===== src/rtl/rbzero_pov_ctrl.sv =====
// rbzero_pov_ctrl -- SPI-loaded point-of-view registers for the raycaster.
//
// An SPI master (mode 0, MSB first) writes 20-bit words {addr[3:0], data[15:0]}
// into a staging bank. Depending on the build option, the staging bank is
// copied to the live outputs either at the next frame_start (double-buffered)
// or immediately on each accepted write.
//
// Build option:
//   RBZERO_POV_VSYNC_LATCH_EN  defined   : live registers change only when
//                                          frame_start arrives while a write
//                                          is pending.
//                              undefined : every accepted write reaches the
//                                          live outputs at once; pending is 0
//                                          and frame_start is ignored.
//
// Ports:
//   clk, reset              system clock, synchronous active-high reset
//   spi_sclk/mosi/ss_n      raw SPI pins, asynchronous to clk (sclk <= clk/4)
//   frame_start             one-cycle pulse at the start of vertical blank
//   player_x/y              live player position, unsigned Q6.10
//   facing_x/y, vplane_x/y  live facing and view-plane vectors, signed Q6.10
//   sky_rgb, floor_rgb      live background colours
//   pending                 staged data is waiting for the next commit
//   pov_update              one-cycle pulse in the cycle live registers changed
//
// Handshake: there is no valid/ready pair here. A transaction is a complete
// ss_n low period; it is accepted on the ss_n rising edge only when exactly 20
// sclk rising edges were counted, otherwise it is silently dropped.
module rbzero_pov_ctrl (
  input  logic        clk,
  input  logic        reset,
  input  logic        spi_sclk,
  input  logic        spi_mosi,
  input  logic        spi_ss_n,
  input  logic        frame_start,
  output logic [15:0] player_x,
  output logic [15:0] player_y,
  output logic [15:0] facing_x,
  output logic [15:0] facing_y,
  output logic [15:0] vplane_x,
  output logic [15:0] vplane_y,
  output logic [5:0]  sky_rgb,
  output logic [5:0]  floor_rgb,
  output logic        pending,
  output logic        pov_update
);

  localparam logic [15:0] RST_PLAYER_X = 16'h1800;
  localparam logic [15:0] RST_PLAYER_Y = 16'h1800;
  localparam logic [15:0] RST_FACING_X = 16'h0000;
  localparam logic [15:0] RST_FACING_Y = 16'hFC00;
  localparam logic [15:0] RST_VPLANE_X = 16'h0200;
  localparam logic [15:0] RST_VPLANE_Y = 16'h0000;
  localparam logic [5:0]  RST_SKY      = 6'h15;
  localparam logic [5:0]  RST_FLOOR    = 6'h2A;

  // ---------------------------------------------------------------------
  // Synchronizers and edge detection
  // ---------------------------------------------------------------------
  logic [1:0] sclk_sync, ss_sync, mosi_sync;
  logic       sclk_q, ss_q;
  // Edges are ignored until the synchronizers hold real pin values again
  // after reset, so the reset-idle values cannot fake an ss_n edge.
  logic [2:0] sync_warm;

  always_ff @(posedge clk) begin
    if (reset) begin
      sclk_sync <= 2'b00;
      ss_sync   <= 2'b11;
      mosi_sync <= 2'b00;
      sclk_q    <= 1'b0;
      ss_q      <= 1'b1;
      sync_warm <= 3'b000;
    end else begin
      sclk_sync <= {sclk_sync[0], spi_sclk};
      ss_sync   <= {ss_sync[0], spi_ss_n};
      mosi_sync <= {mosi_sync[0], spi_mosi};
      sclk_q    <= sclk_sync[1];
      ss_q      <= ss_sync[1];
      sync_warm <= {sync_warm[1:0], 1'b1};
    end
  end

  logic sclk_s, ss_s, mosi_s;
  logic sclk_rise, ss_fall, ss_rise;

  assign sclk_s    = sclk_sync[1];
  assign ss_s      = ss_sync[1];
  assign mosi_s    = mosi_sync[1];
  assign sclk_rise = sync_warm[2] & sclk_s & ~sclk_q;
  assign ss_fall   = sync_warm[2] & ~ss_s & ss_q;
  assign ss_rise   = sync_warm[2] & ss_s & ~ss_q;

  // ---------------------------------------------------------------------
  // Shift register and bit counter
  // ---------------------------------------------------------------------
  logic [4:0]  bit_cnt;
  logic [19:0] shift_reg;
  // armed: a falling ss_n edge has been seen since reset or the last
  // transaction end; a transaction in flight across reset stays dead.
  logic        armed;

  always_ff @(posedge clk) begin
    if (reset) begin
      bit_cnt   <= 5'd0;
      shift_reg <= 20'd0;
      armed     <= 1'b0;
    end else if (ss_fall) begin
      bit_cnt   <= 5'd0;
      shift_reg <= 20'd0;
      armed     <= 1'b1;
    end else begin
      if (ss_rise) armed <= 1'b0;
      if (sclk_rise && !ss_s && armed) begin
        shift_reg <= {shift_reg[18:0], mosi_s};
        if (bit_cnt != 5'd31) bit_cnt <= bit_cnt + 5'd1;
      end
    end
  end

  logic        accept;
  logic [3:0]  wr_addr;
  logic [15:0] wr_data;
  logic        wr_en;

  assign accept  = ss_rise && armed && (bit_cnt == 5'd20);
  assign wr_addr = shift_reg[19:16];
  assign wr_data = shift_reg[15:0];
  assign wr_en   = accept && (wr_addr <= 4'd6);

`ifdef RBZERO_POV_VSYNC_LATCH_EN
  // ---------------------------------------------------------------------
  // Double-buffered: staging bank, committed at frame_start
  // ---------------------------------------------------------------------
  logic [15:0] stg_player_x, stg_player_y, stg_facing_x, stg_facing_y;
  logic [15:0] stg_vplane_x, stg_vplane_y;
  logic [5:0]  stg_sky, stg_floor;
  logic        commit;

  assign commit = frame_start && pending;

  always_ff @(posedge clk) begin
    if (reset) begin
      stg_player_x <= RST_PLAYER_X;
      stg_player_y <= RST_PLAYER_Y;
      stg_facing_x <= RST_FACING_X;
      stg_facing_y <= RST_FACING_Y;
      stg_vplane_x <= RST_VPLANE_X;
      stg_vplane_y <= RST_VPLANE_Y;
      stg_sky      <= RST_SKY;
      stg_floor    <= RST_FLOOR;
      player_x     <= RST_PLAYER_X;
      player_y     <= RST_PLAYER_Y;
      facing_x     <= RST_FACING_X;
      facing_y     <= RST_FACING_Y;
      vplane_x     <= RST_VPLANE_X;
      vplane_y     <= RST_VPLANE_Y;
      sky_rgb      <= RST_SKY;
      floor_rgb    <= RST_FLOOR;
      pending      <= 1'b0;
      pov_update   <= 1'b0;
    end else begin
      pov_update <= commit;
      // Non-blocking reads here see the staging bank from before any write
      // landing on this same edge, so a coincident write waits a frame.
      if (commit) begin
        player_x  <= stg_player_x;
        player_y  <= stg_player_y;
        facing_x  <= stg_facing_x;
        facing_y  <= stg_facing_y;
        vplane_x  <= stg_vplane_x;
        vplane_y  <= stg_vplane_y;
        sky_rgb   <= stg_sky;
        floor_rgb <= stg_floor;
      end
      if (wr_en) begin
        case (wr_addr)
          4'd0:    stg_player_x <= wr_data;
          4'd1:    stg_player_y <= wr_data;
          4'd2:    stg_facing_x <= wr_data;
          4'd3:    stg_facing_y <= wr_data;
          4'd4:    stg_vplane_x <= wr_data;
          4'd5:    stg_vplane_y <= wr_data;
          default: begin
            stg_sky   <= wr_data[5:0];
            stg_floor <= wr_data[13:8];
          end
        endcase
      end
      if (wr_en)       pending <= 1'b1;
      else if (commit) pending <= 1'b0;
    end
  end
`else
  // ---------------------------------------------------------------------
  // Immediate: accepted writes go straight to the live registers
  // ---------------------------------------------------------------------
  logic unused_frame_start;
  assign unused_frame_start = frame_start;
  assign pending = 1'b0;

  always_ff @(posedge clk) begin
    if (reset) begin
      player_x   <= RST_PLAYER_X;
      player_y   <= RST_PLAYER_Y;
      facing_x   <= RST_FACING_X;
      facing_y   <= RST_FACING_Y;
      vplane_x   <= RST_VPLANE_X;
      vplane_y   <= RST_VPLANE_Y;
      sky_rgb    <= RST_SKY;
      floor_rgb  <= RST_FLOOR;
      pov_update <= 1'b0;
    end else begin
      // Pulse is high in the cycle the new value is first visible.
      pov_update <= wr_en;
      if (wr_en) begin
        case (wr_addr)
          4'd0:    player_x <= wr_data;
          4'd1:    player_y <= wr_data;
          4'd2:    facing_x <= wr_data;
          4'd3:    facing_y <= wr_data;
          4'd4:    vplane_x <= wr_data;
          4'd5:    vplane_y <= wr_data;
          default: begin
            sky_rgb   <= wr_data[5:0];
            floor_rgb <= wr_data[13:8];
          end
        endcase
      end
    end
  end
`endif

endmodule


===== config.mk =====
export PLATFORM = sky130hd
export DESIGN_NAME = rbzero_pov_ctrl
export DESIGN_NICKNAME = d
export VERILOG_FILES = /design/src/rtl/rbzero_pov_ctrl.sv
export SDC_FILE = /design/constraint.sdc
export NUM_CORES = 1
export LEC_CHECK = 0
export CAP_MARGIN = 20
export CELL_PAD_IN_SITES_DETAIL_PLACEMENT = 0
export CELL_PAD_IN_SITES_GLOBAL_PLACEMENT = 1
export CORE_MARGIN = 4
export CORE_UTILIZATION = 42
export DETAILED_ROUTE_END_ITERATION = 10
export PLACE_DENSITY = 0.95
export SLEW_MARGIN = 15
export SYNTH_ARGS = -nofsm -noshare
export SYNTH_HDL_FRONTEND = slang
export SYNTH_SLANG_ARGS = --single-unit

===== constraint.sdc =====
create_clock -name clk -period 5.4 [get_ports clk]
set_clock_uncertainty 0.1 [all_clocks]
set_input_delay 1.08 -clock clk [delete_from_list [all_inputs] [get_ports clk]]
set_output_delay 1.08 -clock clk [all_outputs]
set_load 0.05 [all_outputs]

==> out/metrics.yaml <==
m1WireLength_um: 6040
synth_xor_area_share_pct: 0
ir_drop_mv: 0.200
period_share_pct: 67.3
p_leak_nw: 3.03
ys.flop_type: "dfxtp_1"
grt_setup_unrepaired: "no"
cts_buffer_depth: 2
area_growth_pct: 31.8
yosys_warnings: 0
fin_ws_ps: 1770
hp-class: "reg -> reg"
dp_hpwl_um: 9180
insertion_delay_ps: 400
fin_setup_tns_ps: 0
drive_above_1_share_pct: 6.63
cts_resized: 0
dr_wl_met3_um: 820
synth_top_family_by_area: "multiplexers"
netlist_area_um2: 5500
slowest_stage: "nand2_1"
synth_mux_area_share_pct: 20.0
die_area_um2: 15000
r2r_start: "bit_cnt[0]"
fmax_mhz: 275
synth_compound_area_share_pct: 4.73
largest_reg_flops: 20
setup_viol: 0
io_buffers: 113
worstSetupStartpointType: "input port"
ys_seq_area_share_pct: 53.1
fillCellCount: 1123
cp-end-kind: "register"
hold_buffers: 0
routed.top_layer: "met4"
rr_worst_depth: 5
clk_pin_slew_ps: 60
path_max_fanout: 113
gr-total-overflow: 0
io_pins: 116
wirelength_um: 13700
synth_seq_cells: 146
worst_pin_slew_ps: 1110
reg2reg_to: "facing_x[2]"
cts_setup_buffers: 0
rows: 41
drt_pass1_iterations: 4
gp_congestion: 0.885
powerDensity_nw_per_um2: 306
vias: 4288
synth_adder_area_share_pct: 0.682
fin_nets: 660
relSlewSlack_pct: 25.9
crit_chain: "clkdlybuf4s50_1 -> buf_4 -> clkinv_2 -> buf_4 -> nand2_1 -> a21oi_1"
drc: 0
die_w_um: 122
initial_core_util_pct: 43.2
wl_per_cell_um: 16.4
finalMaxSlewViolations: 0
wl_met2_um: 6570
cts_num_sinks: 146
synth_nets: 565
grt_pass1_wl_um: 22200
worstSetupEndpoint: "shift_reg[11]"
syn_avg_cell_area_um2: 9.89
status: "finished clean"
crit_path_max_incr_delay_ps: 800
ys_types: 34
drt.antenna.violating_nets: 0
maxCapViolations: 0
layout_min_cycle_time_ps: 3630
synth-simple-area-share_pct: 17.7
core-area_um2: 12700
required_ps: 5610
arrival_ps: 3840
place_ws_ps: 1420
grt_antenna_before_repair: 0
worstSetupPathType: "in -> reg"
design_area_um2: 7250
drt_iter0_markers: 278
cts_tree: "yes"
root_buffer: "clkbuf_16"
antenna_cells: 0
viasPerCell: 5.13
synth_edf_count: 0
fp.dieH_um: 122
holdWs_ps: 309
synthArstFlopShare_pct: 0
cts_made_buffers: 17
grt_max_degree: 114
crit_start: "reset"
synth_cells: 556
grt_pass1_vias: 4394
rrSetupSlack_ps: 2950
cts_max_level: 4
critPathMostFrequentCell: "buf_4"
grt_usage_pct: 18.7
placed_area_um2: 6680
finalHoldViolations: 0
-- worst max-delay path, delay by kind of cell --
family,cells,cell delay [ps]
AO/OA/AOI/OAI,1,340
AND/OR/NAND/NOR,1,800
buffers and inverters,4,1510
-- synth_stat cells (4+ instances only) --
cell | count | area, um^2
mux2i_1 | 110 | 1100
nand3_1 | 23 | 115
a21oi_1 | 24 | 120
dfxtp_1 | 146 | 2920
nand3b_1 | 4 | 30.0
buf_2 | 4 | 20.0
nand4_2 | 4 | 50.1
nor2_1 | 29 | 109
clkbuf_1 | 25 | 93.8
o21ai_0 | 20 | 100
nor2b_1 | 8 | 50.1
buf_4 | 7 | 52.6
inv_1 | 5 | 18.8
nand4_1 | 4 | 25.0
nand2_1 | 109 | 409
-- final cells by class --
cell class	instances	area, um^2	share of cell area [%]
well taps	172	215	2.97
clock inverters	15	144	1.99
clock buffers	17	425	5.87
multi-input cells	366	2370	32.8
inverters	5	20.0	0.276
repair buffers	115	1150	15.8
flip-flops and latches	146	2920	40.3
-- cells in the final DEF, fill, tap and decap left out, types with 3 or more instances in the layout --
master / n
clkdlybuf4s50_1: 113
o31ai_1: 3
nand4_2: 4
o21ai_0: 20
nand2_1: 109
ha_1: 3
dfxtp_1: 146
inv_1: 4
nand3_1: 23
nor2_1: 29
and4b_1: 3
nor2b_1: 8
or2_2: 3
and4_1: 3
nand3b_1: 4
clkbuf_16: 17
mux2i_1: 110
clkinvlp_4: 3
inv_6: 6
nand4_1: 4
a21oi_1: 24
-- metrics by stage --
step / instances / total power, W / util [%]
floorplan: 556 / 0.00113 / -
global placement: 804 / 0.00114 / 52.5
detailed placement: 804 / 0.00114 / 52.5
CTS: 836 / 0.00224 / 57.0
global route: 836 / 0.00229 / 57.0
finish: 836 / 0.00222 / 57.0
-- routing by layer --
layer / GRT usage, % / vias to the layer above
met5: 0 / -
met4: 7.42 / 0
met3: 5.53 / 23
met2: 31.0 / 121
met1: 22.9 / 2062
li1: - / 2082
-- report_power, final --
part / total [W] / internal, W / switching (W) / leakage (nW)
clock network: 0.00110 / 0.000610 / 0.000494 / 0.271
logic: 0.0000331 / 0.00000770 / 0.0000254 / 1.58
registers: 0.00108 / 0.00108 / 0.00000318 / 1.18
-- kinds of logic (layout without fill, tap and decap cells) --
| family | count (synthesis) | count (layout) |
|---|---|---|
| multiplexers | 110 | 110 |
| adder cells (fa/ha/maj) | 3 | 3 |
| other | 1 | 1 |
| buffers and inverters | 44 | 152 |
| flip-flops | 146 | 146 |
| AND/OR/NAND/NOR | 203 | 203 |
| AO/OA/AOI/OAI | 49 | 49 |
-- how the worst min path moves through the flow --
stage                     slack (ps)  cells after the start         end        from
after detailed placement         300                      1  ss_sync[1]  ss_sync[0]
final                            310                      1  ss_sync[1]  ss_sync[0]
after CTS                        310                      1  ss_sync[1]  ss_sync[0]
after global routing             330                      1  ss_sync[1]  ss_sync[0]
after global placement           300                      1  ss_sync[1]  ss_sync[0]
after floorplan                  290                      1  ss_sync[1]  ss_sync[0]
Note: power is estimated with default switching activity, not from simulation.
